$ cat src/rtl/lcd_arbiter_if.sv
// rtl/lcd_arbiter_if.sv - requester and LCD driver byte bus shared by lcd_arbiter
//   req0_*  : command/config byte port (valid, data, dcx, last, ready)
//   req1_*  : pixel-stream byte port   (valid, data, dcx, last, ready)
//   lcd_*   : driver side (data_in, data_dcx, start, done)
//   slave   : arbiter view; master : requesters + driver view
interface lcd_arbiter_if;
    logic       req0_valid;
    logic [7:0] req0_data;
    logic       req0_dcx;
    logic       req0_last;
    logic       req0_ready;
    logic       req1_valid;
    logic [7:0] req1_data;
    logic       req1_dcx;
    logic       req1_last;
    logic       req1_ready;
    logic [7:0] lcd_data_in;
    logic       lcd_data_dcx;
    logic       lcd_start;
    logic       lcd_done;

    modport slave (
        input  req0_valid, req0_data, req0_dcx, req0_last,
        input  req1_valid, req1_data, req1_dcx, req1_last,
        input  lcd_done,
        output req0_ready, req1_ready,
        output lcd_data_in, lcd_data_dcx, lcd_start
    );

    modport master (
        output req0_valid, req0_data, req0_dcx, req0_last,
        output req1_valid, req1_data, req1_dcx, req1_last,
        output lcd_done,
        input  req0_ready, req1_ready,
        input  lcd_data_in, lcd_data_dcx, lcd_start
    );
endinterface

$ cat src/rtl/lcd_arbiter.sv
// rtl/lcd_arbiter.sv - two-port byte arbiter in front of the lcd_driver with burst lock and done watchdog
//   clk, rst_n   : clock, asynchronous active-low reset
//   bus          : lcd_arbiter_if.slave (requester ports 0/1 and driver handshake)
//   owner        : requester of the current or locked byte
//   locked       : a burst is open, only owner may be granted
//   idle         : IDLE state, no lock, no valid input
//   timeout_err  : sticky watchdog flag, err_clr clears it (set wins)
module lcd_arbiter #(
    parameter int TIMEOUT = 1024,
    parameter int TW      = 11
) (
    input  logic               clk,
    input  logic               rst_n,
    lcd_arbiter_if.slave       bus,
    output logic               owner,
    output logic               locked,
    output logic               idle,
    output logic               timeout_err,
    input  logic               err_clr
);

    typedef enum logic [1:0] {
        IDLE      = 2'd0,
        ISSUE     = 2'd1,
        WAIT_DONE = 2'd2
    } state_t;

    state_t        state;
    logic [TW-1:0] wd;
    logic          p1_skip;
    logic          grant0;
    logic          grant1;

    // While a burst is open only the owner is eligible. Unlocked, port 0 wins
    // unless port 1 lost the previous contested arbitration.
    assign grant1 = bus.req1_valid && (locked ? owner : (!bus.req0_valid || p1_skip));
    assign grant0 = bus.req0_valid && (locked ? !owner : !grant1);

    assign idle = (state == IDLE) && !locked && !bus.req0_valid && !bus.req1_valid;

    always_ff @(posedge clk or negedge rst_n) begin
        if (!rst_n) begin
            state            <= IDLE;
            wd               <= '0;
            p1_skip          <= 1'b0;
            owner            <= 1'b0;
            locked           <= 1'b0;
            timeout_err      <= 1'b0;
            bus.req0_ready   <= 1'b0;
            bus.req1_ready   <= 1'b0;
            bus.lcd_data_in  <= 8'h00;
            bus.lcd_data_dcx <= 1'b0;
            bus.lcd_start    <= 1'b0;
        end else begin
            bus.req0_ready <= 1'b0;
            bus.req1_ready <= 1'b0;
            bus.lcd_start  <= 1'b0;
            // Clear first so a watchdog set later in this block overrides it.
            if (err_clr) begin
                timeout_err <= 1'b0;
            end
            case (state)
                IDLE: begin
                    if (grant0) begin
                        bus.req0_ready   <= 1'b1;
                        bus.lcd_data_in  <= bus.req0_data;
                        bus.lcd_data_dcx <= bus.req0_dcx;
                        owner            <= 1'b0;
                        locked           <= !bus.req0_last;
                        state            <= ISSUE;
                        if (bus.req1_valid) begin
                            p1_skip <= 1'b1;
                        end
                    end else if (grant1) begin
                        bus.req1_ready   <= 1'b1;
                        bus.lcd_data_in  <= bus.req1_data;
                        bus.lcd_data_dcx <= bus.req1_dcx;
                        owner            <= 1'b1;
                        locked           <= !bus.req1_last;
                        p1_skip          <= 1'b0;
                        state            <= ISSUE;
                    end
                end
                ISSUE: begin
                    bus.lcd_start <= 1'b1;
                    wd            <= '0;
                    state         <= WAIT_DONE;
                end
                WAIT_DONE: begin
                    if (bus.lcd_done) begin
                        state <= IDLE;
                    end else if (wd == TW'(TIMEOUT - 1)) begin
                        // Byte is dropped; the lock is released so the bus cannot wedge.
                        timeout_err <= 1'b1;
                        locked      <= 1'b0;
                        state       <= IDLE;
                    end else begin
                        wd <= wd + 1'b1;
                    end
                end
                default: state <= IDLE;
            endcase
        end
    end

endmodule

$ cat src/flat_wrapper.sv
// flat-port wrapper written by rule: the top's interface ports become plain ports
module lcd_arbiter_flat 
#(
    parameter int TIMEOUT = 1024,
    parameter int TW      = 11
)
  (clk, rst_n, owner, locked, idle, timeout_err, err_clr, bus_req0_valid, bus_req0_data, bus_req0_dcx, bus_req0_last, bus_req1_valid, bus_req1_data, bus_req1_dcx, bus_req1_last, bus_lcd_done, bus_req0_ready, bus_req1_ready, bus_lcd_data_in, bus_lcd_data_dcx, bus_lcd_start);
  lcd_arbiter_if bus_i ();
  input  logic clk;
  input  logic rst_n;
  output logic owner;
  output logic locked;
  output logic idle;
  output logic timeout_err;
  input  logic err_clr;
  input wire logic [$bits(bus_i.req0_valid)-1:0] bus_req0_valid;
  input wire logic [$bits(bus_i.req0_data)-1:0] bus_req0_data;
  input wire logic [$bits(bus_i.req0_dcx)-1:0] bus_req0_dcx;
  input wire logic [$bits(bus_i.req0_last)-1:0] bus_req0_last;
  input wire logic [$bits(bus_i.req1_valid)-1:0] bus_req1_valid;
  input wire logic [$bits(bus_i.req1_data)-1:0] bus_req1_data;
  input wire logic [$bits(bus_i.req1_dcx)-1:0] bus_req1_dcx;
  input wire logic [$bits(bus_i.req1_last)-1:0] bus_req1_last;
  input wire logic [$bits(bus_i.lcd_done)-1:0] bus_lcd_done;
  output wire logic [$bits(bus_i.req0_ready)-1:0] bus_req0_ready;
  output wire logic [$bits(bus_i.req1_ready)-1:0] bus_req1_ready;
  output wire logic [$bits(bus_i.lcd_data_in)-1:0] bus_lcd_data_in;
  output wire logic [$bits(bus_i.lcd_data_dcx)-1:0] bus_lcd_data_dcx;
  output wire logic [$bits(bus_i.lcd_start)-1:0] bus_lcd_start;
  assign bus_i.req0_valid = bus_req0_valid;
  assign bus_i.req0_data = bus_req0_data;
  assign bus_i.req0_dcx = bus_req0_dcx;
  assign bus_i.req0_last = bus_req0_last;
  assign bus_i.req1_valid = bus_req1_valid;
  assign bus_i.req1_data = bus_req1_data;
  assign bus_i.req1_dcx = bus_req1_dcx;
  assign bus_i.req1_last = bus_req1_last;
  assign bus_i.lcd_done = bus_lcd_done;
  assign bus_req0_ready = bus_i.req0_ready;
  assign bus_req1_ready = bus_i.req1_ready;
  assign bus_lcd_data_in = bus_i.lcd_data_in;
  assign bus_lcd_data_dcx = bus_i.lcd_data_dcx;
  assign bus_lcd_start = bus_i.lcd_start;
  lcd_arbiter #(.TIMEOUT(TIMEOUT), .TW(TW)) u_core (.clk(clk), .rst_n(rst_n), .bus(bus_i), .owner(owner), .locked(locked), .idle(idle), .timeout_err(timeout_err), .err_clr(err_clr));
endmodule
$ cat config.mk
export PLATFORM = sky130hd
export DESIGN_NAME = lcd_arbiter_flat
export DESIGN_NICKNAME = d
export VERILOG_FILES = /design/src/rtl/lcd_arbiter_if.sv /design/src/rtl/lcd_arbiter.sv /design/src/flat_wrapper.sv
export SDC_FILE = /design/constraint.sdc
export NUM_CORES = 1
export LEC_CHECK = 0
export ABC_AREA = 1
export CORE_AREA = 8 8 89 91
export DETAILED_ROUTE_END_ITERATION = 8
export DIE_AREA = 0 0 97 99
export SLEW_MARGIN = 20
export SYNTH_ARGS = -nofsm -noshare
export SYNTH_HDL_FRONTEND = slang
export SYNTH_SLANG_ARGS = --single-unit
$ cat constraint.sdc
create_clock -name clk -period 1.7 [get_ports clk]
set_clock_uncertainty 0.1 [all_clocks]
set_input_delay 0.17 -clock clk [delete_from_list [all_inputs] [get_ports clk]]
set_output_delay 0.17 -clock clk [all_outputs]
set_load 0.005 [all_outputs]
==> flow_metrics.env, run 1 <==
export IMPL_overflow=0
export IMPL_ys_flop_type="dfrtp_1"
export IMPL_cp_arrival_ns=1.28
export IMPL_critPathMaxFanout=3
export IMPL_dieArea_um2=9603
export IMPL_placed_cell_area_um2=2177
export IMPL_ys_warn_count=0
export IMPL_syn_inst=223
export IMPL_synth_top_family_by_area="simple AND/OR/NAND/NOR gates"
export IMPL_cts_hold_buf=0
export IMPL_ys_ff_latch=29
export IMPL_worstMarginPinSlew_ns=0.3797
export IMPL_num_vias=1506
export IMPL_ant_nets=0
export IMPL_slew_headroom_pct=74.69
export IMPL_r2r_start="u_core.wd[1]$_DFFE_PN0P_"
export IMPL_antenna_found_initial=0
export IMPL_crit_start="u_core.state[1]$_DFFE_PN0P_"
export IMPL_synth_enable_flop_cells=0
export IMPL_yosys_area_share_adder_pct=0.7855
export IMPL_dp_final_hpwl_mm=3.030
export IMPL_postLayoutCellArea_um2=2267
export IMPL_ios=42
export IMPL_peakVddDrop_uv=591.1
export IMPL_grt_pass1_wl_mm=7.293
export IMPL_power_density_nw_per_um2=1333
export IMPL_max_freq_mhz=645.4
export IMPL_reg2reg_slack_ns=0.15
export IMPL_critPathRequiredTime_ns=1.43
export IMPL_regToRegEndpoint="u_core.wd[9]$_DFFE_PN0P_"
export IMPL_setup_viol=0
export IMPL_tns_ns=0
export IMPL_area_growth_pct=42.34
export IMPL_yosysSeqAreaShare_pct=45.56
export IMPL_status="finished clean"
export IMPL_fin_crit_sh_pct=91.14
export IMPL_gp_congestion=0.8428
export IMPL_synth_compound_area_share_pct=3.064
export IMPL_initial_core_util_pct=24.25
export IMPL_hold_class="input pin to asynchronous set/reset pin"
export IMPL_hold_violations=0
export IMPL_rsz0062_at_grt="false"
export IMPL_track_usage_pct=8.998
export IMPL_synthXorXnorAreaFrac_pct=2.200
export IMPL_synth_area_um2=1593
export IMPL_first_pass_iters=4
export IMPL_grt_pass1_vias=1623
export IMPL_hold_ws_ns=0.1915
export IMPL_die_x_um=97
export IMPL_cts_buffer_depth=2
export IMPL_synthMuxAreaShare_pct=0
export IMPL_drt_iter0_drc=119
export IMPL_cts_clk_slew_worst_paths_ns=0.06
export IMPL_post_synth_num_cell_types=21
export IMPL_nNetsFinal=304
export IMPL_drv_cap=0
export IMPL_layout_drive_gt1_share_pct=9.747
export IMPL_worst_setup_path_end_kind="primary output"
export IMPL_coreArea_um2=6569
export IMPL_ff2ff_path_depth=8
export IMPL_cts_tree="yes"
export IMPL_totalWireLength_mm=4.014
export IMPL_drv_slew=0
export IMPL_die_y_um=99
export IMPL_start_kind="register"
export IMPL_drc=0
export IMPL_via_per_inst=4.218
export IMPL_rows=30
export IMPL_cts_sinks=29
export IMPL_n_antenna_cell=0
export IMPL_postSynth_asyncResetShare_pct=100.0
export IMPL_clock_latency_ns=0.28
export IMPL_crit_type="register to primary output"
export IMPL_cts_root_buffer="clkbuf_8"
export IMPL_cts_htree_levels=2
export IMPL_p_leak_nw=1.152
export IMPL_fin_crit_ns=1.549
export IMPL_grt_max_degree=30
export IMPL_numCtsBuffers=5
export IMPL_wire_per_inst_um=11.24
export IMPL_synthSimpleGateAreaFrac_pct=37.08
export IMPL_postSynthAreaPerCell_um2=7.143
export IMPL_numPortBuffers=41
export IMPL_synth_fp_nets=250
export IMPL_worstSetupEndpoint="idle"
## area by class of cell
cell class | count | area [µm²]
Clock buffer | 7 | 86.33
Fill cell | 715 | 4302
Inverter | 37 | 138.9
Multi-Input combinational cell | 151 | 691.9
Sequential cell | 29 | 725.7
Timing Repair Buffer | 53 | 524.3
Tap cell | 80 | 100.1
## per-layer routing
| layer | part of all wire (%) | wire, µm | track usage (%) | vias to the layer above |
|---|---|---|---|---|
| met4 | 1.2 | 50 | 2.722 | 0 |
| met5 | 0 | 0 | 0 | - |
| met2 | 46 | 1846 | 14.84 | 36 |
| met3 | 7.2 | 290 | 3.989 | 6 |
| met1 | 46 | 1828 | 10.18 | 668 |
| li1 | - | - | - | 796 |
## sequential cells by signal, indices dropped and copies added (netlist names)
name and cells:
u_core.bus.lcd_start 1, u_core.bus.lcd_data_in 8, u_core.state 2, u_core.p1_skip 1
u_core.owner 1, u_core.timeout_err 1, u_core.bus.lcd_data_dcx 1, u_core.wd 11
u_core.bus.req1_ready 1, u_core.bus.req0_ready 1, u_core.locked 1
## per-stage QoR
step           setup slack [ns]  utilization, %  cells  power [mW]
3_5_place_dp           -0.06410           33.14    350       2.479
5_1_grt                 0.01122           34.51    357       3.292
2_1_floorplan            0.1747               -    223       1.743
4_1_cts                 0.09469           34.44    357       3.072
6_report                 0.1506           34.51    357       3.021
3_3_place_gp           -0.05170           33.14    350       2.464
## worst min-delay path by stage
stage / endpoint / startpoint / slack, ns
final: u_core.wd[3]$_DFFE_PN0P_ / rst_n / 0.19
after global routing: u_core.timeout_err$_DFF_PN0_ / rst_n / 0.23
after CTS: u_core.wd[5]$_DFFE_PN0P_ / rst_n / 0.21
after detailed placement: u_core.bus.lcd_data_in[1]$_DFFE_PN0P_ / u_core.bus.lcd_data_in[1]$_DFFE_PN0P_ / 0.37
after global placement: u_core.bus.lcd_data_in[7]$_DFFE_PN0P_ / u_core.bus.lcd_data_in[7]$_DFFE_PN0P_ / 0.36
after floorplan: u_core.bus.lcd_data_dcx$_DFFE_PN0P_ / rst_n / -0.23
## power by group
group / internal (mW) / leakage [nW] / switching [mW]
Clock: 0.321 / 0.0443 / 0.257
Combinational: 0.683 / 0.732 / 0.716
Sequential: 0.911 / 0.375 / 0.134
Total: 1.91 / 1.15 / 1.11
## worst max-delay path: stages (launching register included)
cell	delay, ns
dfrtp_1	0.41
nor2_2	0.11
inv_1	0.08
nor4_1	0.14
dlygate4sd2_1	0.26
## synthesized netlist by cell type, types with 2 or more instances
cell / count / area share (%)
nand2_1: 71 / 17
nand3_1: 41 / 13
inv_1: 35 / 8.2
dfrtp_1: 29 / 46
nor2_1: 15 / 3.5
nand4_1: 4 / 1.6
buf_2: 3 / 0.94
nand2_2: 3 / 1.2
o21ai_0: 3 / 0.94
xor2_1: 3 / 1.6
a21oi_1: 2 / 0.63
buf_4: 2 / 0.94
inv_2: 2 / 0.47
nor2_2: 2 / 0.79
o21ai_1: 2 / 0.63
## logic make-up after synthesis
family | count (synthesis)
simple gates | 137
buf+inv | 43
flops | 29
compound gates | 9
xor+xnor | 4
fa+ha+maj | 1
## placed cells by master (no fill, tap or decap), types with 3 or more instances in the layout
| cell type | count |
|---|---|
| nand4_1 | 4 |
| o21ai_0 | 3 |
| nand2_2 | 4 |
| clkdlybuf4s50_1 | 40 |
| xor2_1 | 3 |
| nand3_1 | 41 |
| nand2_1 | 70 |
| nor2_2 | 3 |
| nor2_1 | 14 |
| inv_1 | 35 |
| clkbuf_8 | 6 |
| dfrtp_1 | 29 |
| buf_4 | 10 |
## timing repair
item                                    4_1_cts  5_1_grt
buffers inserted                              0        0
endpoints found under the setup margin        1        2
resized for setup                             1        2
Note: power is estimated with default switching activity, not from simulation.
==> run 2, diff against run 1 <==
--- a/config.mk
+++ b/config.mk
@@ -11,2 +11,3 @@
 export DIE_AREA = 0 0 97 99
+export GPL_TIMING_DRIVEN = 0
 export SLEW_MARGIN = 20
==> constraint.sdc (replaced) <==
create_clock -name clk -period 1.7 [get_ports clk]
set_clock_uncertainty 0.1 [all_clocks]
set_input_delay 0.255 -clock clk [delete_from_list [all_inputs] [get_ports clk]]
set_output_delay 0.255 -clock clk [all_outputs]
set_load 0.02 [all_outputs]
==> run 2 against run 1 <==
Sequential cell count is the same. Combinational power grew 14%. Setup slack lost 0.057 ns. Cell count grew 0.28%. Total power grew 7.2%. Clock-buffer cell count is the same. Critical endpoint is now bus_lcd_data_in[0].
==> flow_metrics.env, run 2 (synthesis gave the netlist of run 1 again) <==
export IMPL_status="finished clean"
export IMPL_r2r_start="u_core.wd[1]$_DFFE_PN0P_"
export IMPL_numPortBuffers=41
export IMPL_hold_class="register to register"
export IMPL_num_vias=1531
export IMPL_switching_share_pct=40.55
export IMPL_cts_buffer_depth=2
export IMPL_drv_cap=0
export IMPL_gp_congestion=0.7751
export IMPL_critPathRequiredTime_ns=1.34
export IMPL_first_pass_iters=4
export IMPL_intPower_mw=1.926
export IMPL_clkPwrFrac_pct=17.5
export IMPL_critPathMaxFanout=2
export IMPL_crit_chain="clkdlybuf4s50_1"
export IMPL_hold_violations=0
export IMPL_post_place_ws_ns=-0.3199
export IMPL_grt_pass1_wl_mm=7.182
export IMPL_via_per_inst=4.277
export IMPL_setup_viol=0
export IMPL_largest_reg_flops=11
export IMPL_drt_iter0_drc=67
export IMPL_max_freq_mhz=622.4
export IMPL_fin_crit_sh_pct=94.52
export IMPL_wire_per_inst_um=11.38
export IMPL_dp_final_hpwl_mm=3.013
export IMPL_dr_wl_met2_mm=1.836
export IMPL_postLayoutCellArea_um2=2275
export IMPL_hp_start="u_core.bus.lcd_data_in[3]$_DFFE_PN0P_"
export IMPL_reg2reg_slack_ns=0.14
export IMPL_cts_sinks=29
export IMPL_crit_type="register to primary output"
export IMPL_detailroute_wirelength_met3_um=257
export IMPL_layout_drive_gt1_share_pct=11.87
export IMPL_cts_clk_slew_worst_paths_ns=0.06
export IMPL_peakVddDrop_uv=689.0
export IMPL_regToRegEndpoint="u_core.wd[9]$_DFFE_PN0P_"
export IMPL_cts_tree="yes"
export IMPL_slew_headroom_pct=56.85
export IMPL_critPathMaxStageDelay_ns=0.62
export IMPL_power_density_nw_per_um2=1424
export IMPL_cp_num_buf_inv=1
export IMPL_placed_cell_area_um2=2098
export IMPL_highest_layer="met4"
export IMPL_rows=30
export IMPL_initial_core_util_pct=24.25
export IMPL_grt_pass1_vias=1574
export IMPL_power_frac_comb_pct=49.3
export IMPL_area_growth_pct=42.81
export IMPL_fillerInstances=700
export IMPL_ff2ff_path_depth=9
export IMPL_top_regs="u_core.wd (11), u_core.bus.lcd_data_in (8), u_core.state (2)"
export IMPL_die_x_um=97
export IMPL_cp_slowest_cell="clkdlybuf4s50_1"
export IMPL_grt_max_degree=30
export IMPL_overflow=0
export IMPL_worst_setup_path_end_kind="primary output"
export IMPL_worstHoldEndpoint="u_core.bus.lcd_data_in[3]$_DFFE_PN0P_"
export IMPL_p_sw_mw=1.313
export IMPL_final_cell_mix="nand2_1 (70), nand3_1 (41), clkdlybuf4s50_1 (38), inv_1 (35), dfrtp_1 (27)"
export IMPL_finalCoreUtilization_pct=34.63
export IMPL_totalWireLength_mm=4.074
export IMPL_coreArea_um2=6569
export IMPL_n_antenna_cell=0
export IMPL_cp_arrival_ns=1.25
export IMPL_wl_met1_mm=1.939
export IMPL_antenna_found_initial=0
export IMPL_seq_power_share_pct=33.2
export IMPL_fin_crit_ns=1.607
export IMPL_hold_ws_ns=0.3802
export IMPL_ios=42
export IMPL_final_common_cell="nand2_1"
export IMPL_numCtsBuffers=5
export IMPL_cts_root_buffer="clkbuf_8"
export IMPL_top_register="u_core.wd"
export IMPL_hold_depth=2
export IMPL_worstMarginPinSlew_ns=0.6473
export IMPL_ant_nets=0
export IMPL_cts_htree_levels=2
export IMPL_p_leak_nw=1.143
export IMPL_drv_slew=0
export IMPL_setup_ws_ns=0.09320
export IMPL_rsz0062_at_grt="false"
export IMPL_dieArea_um2=9603
export IMPL_finalPower_mw=3.239
export IMPL_die_y_um=99
export IMPL_nNetsFinal=305
export IMPL_start_kind="register"
export IMPL_track_usage_pct=8.795
export IMPL_crit_family="buffers and inverters"
export IMPL_clock_latency_ns=0.27
export IMPL_drc=0
run 2: cell count changes in the layout (fill, tap and decap cells not counted), sizes merged:
| cell | change |
|---|---|
| clkdlybuf4s50 | -2 |
| buf | +1 |
| dlygate4sd3 | +1 |
| clkbuf | +1 |
run 2: timing repair:
item | 4_1_cts | 5_1_grt
buffers inserted | 0 | 6
setup endpoints to repair | 11 | 18
gates resized for setup | 9 | 8
pin swaps | 0 | 1
hold buffers | 1 | 0
hold endpoints to repair | 29 | 0
run 2: layer usage:
| metal | global-route usage, % | vias to the layer above |
|---|---|---|
| li1 | - | 802 |
| met1 | 9.947 | 690 |
| met2 | 14.74 | 34 |
| met3 | 3.709 | 5 |
| met4 | 2.485 | 0 |
| met5 | 0 | - |
run 2: layout make-up:
type                    instances  area, µm²  area share [%]
flip-flops and latches         29      728.2           32.01
multi-input cells             151      720.7           31.68
repair buffers                 48      456.7           20.08
inverters                      37      138.9           6.106
well taps                      80      100.1           4.400
clock buffers                   7      86.33           3.795
plain buffers                   6      43.79           1.925
run 2: how the worst max path moves through the flow:
stage / slack [ns] / startpoint / cells after the start / to
3_3_place_gp: -0.33 / bus_req1_valid / 3 / idle
5_1_grt: 0.006 / bus_req0_valid / 8 / u_core.locked$_DFFE_PN0P_
6_report: 0.09 / u_core.bus.lcd_data_in[0]$_DFFE_PN0P_ / 1 / bus_lcd_data_in[0]
4_1_cts: 0.04 / u_core.wd[0]$_DFFE_PN0P_ / 9 / u_core.wd[9]$_DFFE_PN0P_
2_1_floorplan: 0.05 / u_core.state[1]$_DFFE_PN0P_ / 3 / idle
3_5_place_dp: -0.32 / bus_req1_valid / 3 / idle
run 2: through the flow:
step | instances | TNS [ns]
final | 358 | 0
after global routing | 358 | 0
after CTS | 352 | 0
after detailed placement | 344 | -2.314
after global placement | 344 | -9.832
after floorplan | 223 | 0
run 2: power groups by stage:
| stage | sequential (mW) | clock (mW) | combinational, mW |
|---|---|---|---|
| 3_5_place_dp | 1.07 | 0 | 1.49 |
| 2_1_floorplan | 1.25 | 0 | 0.686 |
| 3_3_place_gp | 1.07 | 0 | 1.48 |
| 5_1_grt | 1.10 | 0.626 | 1.76 |
| 4_1_cts | 1.08 | 0.591 | 1.49 |
| 6_report | 1.07 | 0.568 | 1.60 |
==> run 3, diff against run 2 <==
CTS_CLUSTER_SIZE = 28   (was unset)
MAX_ROUTING_LAYER = met4   (was unset)
==> run 3 against run 2 <==
First-iteration DRC count rose by 12%. Total power fell by 0.10%. Register-to-register slack improved by 0.02 ns. Setup slack improved by 0.00092 ns. Routed wire length fell by 0.34%. Sequential share of layout area barely moved. Largest power group unchanged.
==> flow_metrics.env, run 3 (synthesis gave the netlist of run 1 again) <==
export IMPL_fin_cells=358
export IMPL_clock_latency_ns=0.27
export IMPL_multi_input_area_um2=720.7
export IMPL_critPathRequiredTime_ns=1.34
export IMPL_numCtsBuffers=5
export IMPL_max_freq_mhz=622.7
export IMPL_finalCoreUtilization_pct=34.59
export IMPL_cts_clk_slew_worst_paths_ns=0.06
export IMPL_cp_slowest_cell="clkdlybuf4s50_1"
export IMPL_crit_chain="clkdlybuf4s50_1"
export IMPL_final_seq_area_um2=728.2
export IMPL_clkPwrFrac_pct=17.6
export IMPL_area_growth_pct=42.66
export IMPL_drt_iter0_drc=75
export IMPL_worst_setup_path_end_kind="primary output"
export IMPL_final_cell_mix="nand2_1 (70), nand3_1 (41), clkdlybuf4s50_1 (38), inv_1 (35), dfrtp_1 (27)"
export IMPL_place_inst=344
export IMPL_totalWireLength_mm=4.060
export IMPL_nNetsFinal=305
export IMPL_power_density_nw_per_um2=1424
export IMPL_antenna_found_initial=0
export IMPL_wire_per_inst_um=11.34
export IMPL_rows=30
export IMPL_hold_class="register to register"
export IMPL_seq_power_share_pct=33.2
export IMPL_cts_root_buffer="clkbuf_8"
export IMPL_grt_max_degree=30
export IMPL_cts_htree_levels=2
export IMPL_intPower_mw=1.923
export IMPL_p_leak_nw=1.142
export IMPL_dieArea_um2=9603
export IMPL_num_vias=1524
export IMPL_cp_num_buf_inv=1
export IMPL_cts_buffer_depth=2
export IMPL_drv_slew=0
export IMPL_ant_nets=0
export IMPL_first_pass_iters=4
export IMPL_setup_viol=0
export IMPL_drv_cap=0
export IMPL_track_usage_pct=9.084
export IMPL_n_antenna_cell=0
export IMPL_cts_sinks=29
export IMPL_fillerInstances=701
export IMPL_dp_final_hpwl_mm=3.013
export IMPL_cp_arrival_ns=1.25
export IMPL_gp_congestion=0.7856
export IMPL_status="finished clean"
export IMPL_drc=0
export IMPL_worstMarginPinSlew_ns=0.6475
export IMPL_cts_tree="yes"
export IMPL_ios=42
export IMPL_start_kind="register"
export IMPL_grt_pass1_vias=1572
export IMPL_layout_drive_gt1_share_pct=11.87
export IMPL_critPathMaxFanout=2
export IMPL_crit_type="register to primary output"
export IMPL_p_sw_mw=1.313
export IMPL_numPortBuffers=41
export IMPL_switching_share_pct=40.56
export IMPL_via_per_inst=4.257
export IMPL_power_frac_comb_pct=49.2
export IMPL_top_regs="u_core.wd (11), u_core.bus.lcd_data_in (8), u_core.state (2)"
export IMPL_grt_pass1_wl_mm=7.176
export IMPL_largest_reg_flops=11
export IMPL_coreArea_um2=6569
export IMPL_die_x_um=97
export IMPL_fin_crit_sh_pct=94.46
export IMPL_die_y_um=99
export IMPL_top_register="u_core.wd"
export IMPL_fin_crit_ns=1.606
export IMPL_tns_ns=0
export IMPL_slew_headroom_pct=56.83
export IMPL_peakVddDrop_uv=688.0
export IMPL_rsz0062_at_grt="false"
export IMPL_initial_core_util_pct=24.25
export IMPL_crit_family="buffers and inverters"
export IMPL_final_common_cell="nand2_1"
export IMPL_critPathMaxStageDelay_ns=0.62
export IMPL_hold_violations=0
export IMPL_overflow=0
run 3: cell types whose count changed in the layout (fill, tap and decap cells not counted), sizes merged:
| cell | delta |
|---|---|
| buf | +1 |
| clkbuf | -1 |
run 3: metal layers:
layer / global-route usage [%] / up-vias / share of wire [%]
met2: 14.74 / 34 / 45
met5: - / - / 0
met3: 3.149 / 4 / 3.9
met4: 2.485 / 0 / 0.79
li1: - / 804 / -
met1: 10.40 / 682 / 50
run 3: what timing repair did:
item	in CTS	in global routing
setup buffers	0	6
resized for setup	9	7
endpoints found under the setup margin	11	17
pin swaps	0	1
hold endpoints to repair	29	0
hold buffers	1	0
run 3: final cells by class:
class                   instances  share of cell area [%]
plain buffers                   6                   1.817
inverters                      37                   6.112
repair buffers                 48                   20.10
clock buffers                   7                   3.800
flip-flops and latches         29                   32.05
multi-input cells             151                   31.72
well taps                      80                   4.405
run 3: final timing paths:
kind	from	end	slack, ns	cells after the start
max in group asynchronous	rst_n	u_core.state[1]$_DFFE_PN0P_	0.59	2
min in group asynchronous	rst_n	u_core.wd[3]$_DFFE_PN0P_	0.45	2
setup / recovery	u_core.bus.lcd_data_in[0]$_DFFE_PN0P_	bus_lcd_data_in[0]	0.09	1
hold / removal	u_core.bus.lcd_data_in[3]$_DFFE_PN0P_	u_core.bus.lcd_data_in[3]$_DFFE_PN0P_	0.38	2
setup reg to reg	u_core.wd[1]$_DFFE_PN0P_	u_core.wd[9]$_DFFE_PN0P_	0.16	9
hold reg to reg	u_core.bus.lcd_data_in[3]$_DFFE_PN0P_	u_core.bus.lcd_data_in[3]$_DFFE_PN0P_	0.38	2
run 3: power groups by stage:
stage | Clock [mW] | Sequential (mW) | Combinational, mW
floorplan | 0 | 1.25 | 0.686
global placement | 0 | 1.07 | 1.48
detailed placement | 0 | 1.07 | 1.49
CTS | 0.591 | 1.08 | 1.49
global route | 0.629 | 1.10 | 1.76
finish | 0.570 | 1.07 | 1.59
run 3: through the flow:
| step | cell area (µm²) | total power [mW] | setup slack (ns) | hold WS (ns) |
|---|---|---|---|---|
| 2_1_floorplan | 1593 | 1.932 | 0.04867 | -0.1406 |
| 6_report | 2272 | 3.236 | 0.09413 | 0.3803 |
| 3_3_place_gp | 2103 | 2.548 | -0.3251 | 0.3629 |
| 4_1_cts | 2197 | 3.163 | 0.03920 | 0.3886 |
| 5_1_grt | 2272 | 3.484 | 0.001022 | 0.4045 |
| 3_5_place_dp | 2098 | 2.560 | -0.3199 | 0.2342 |
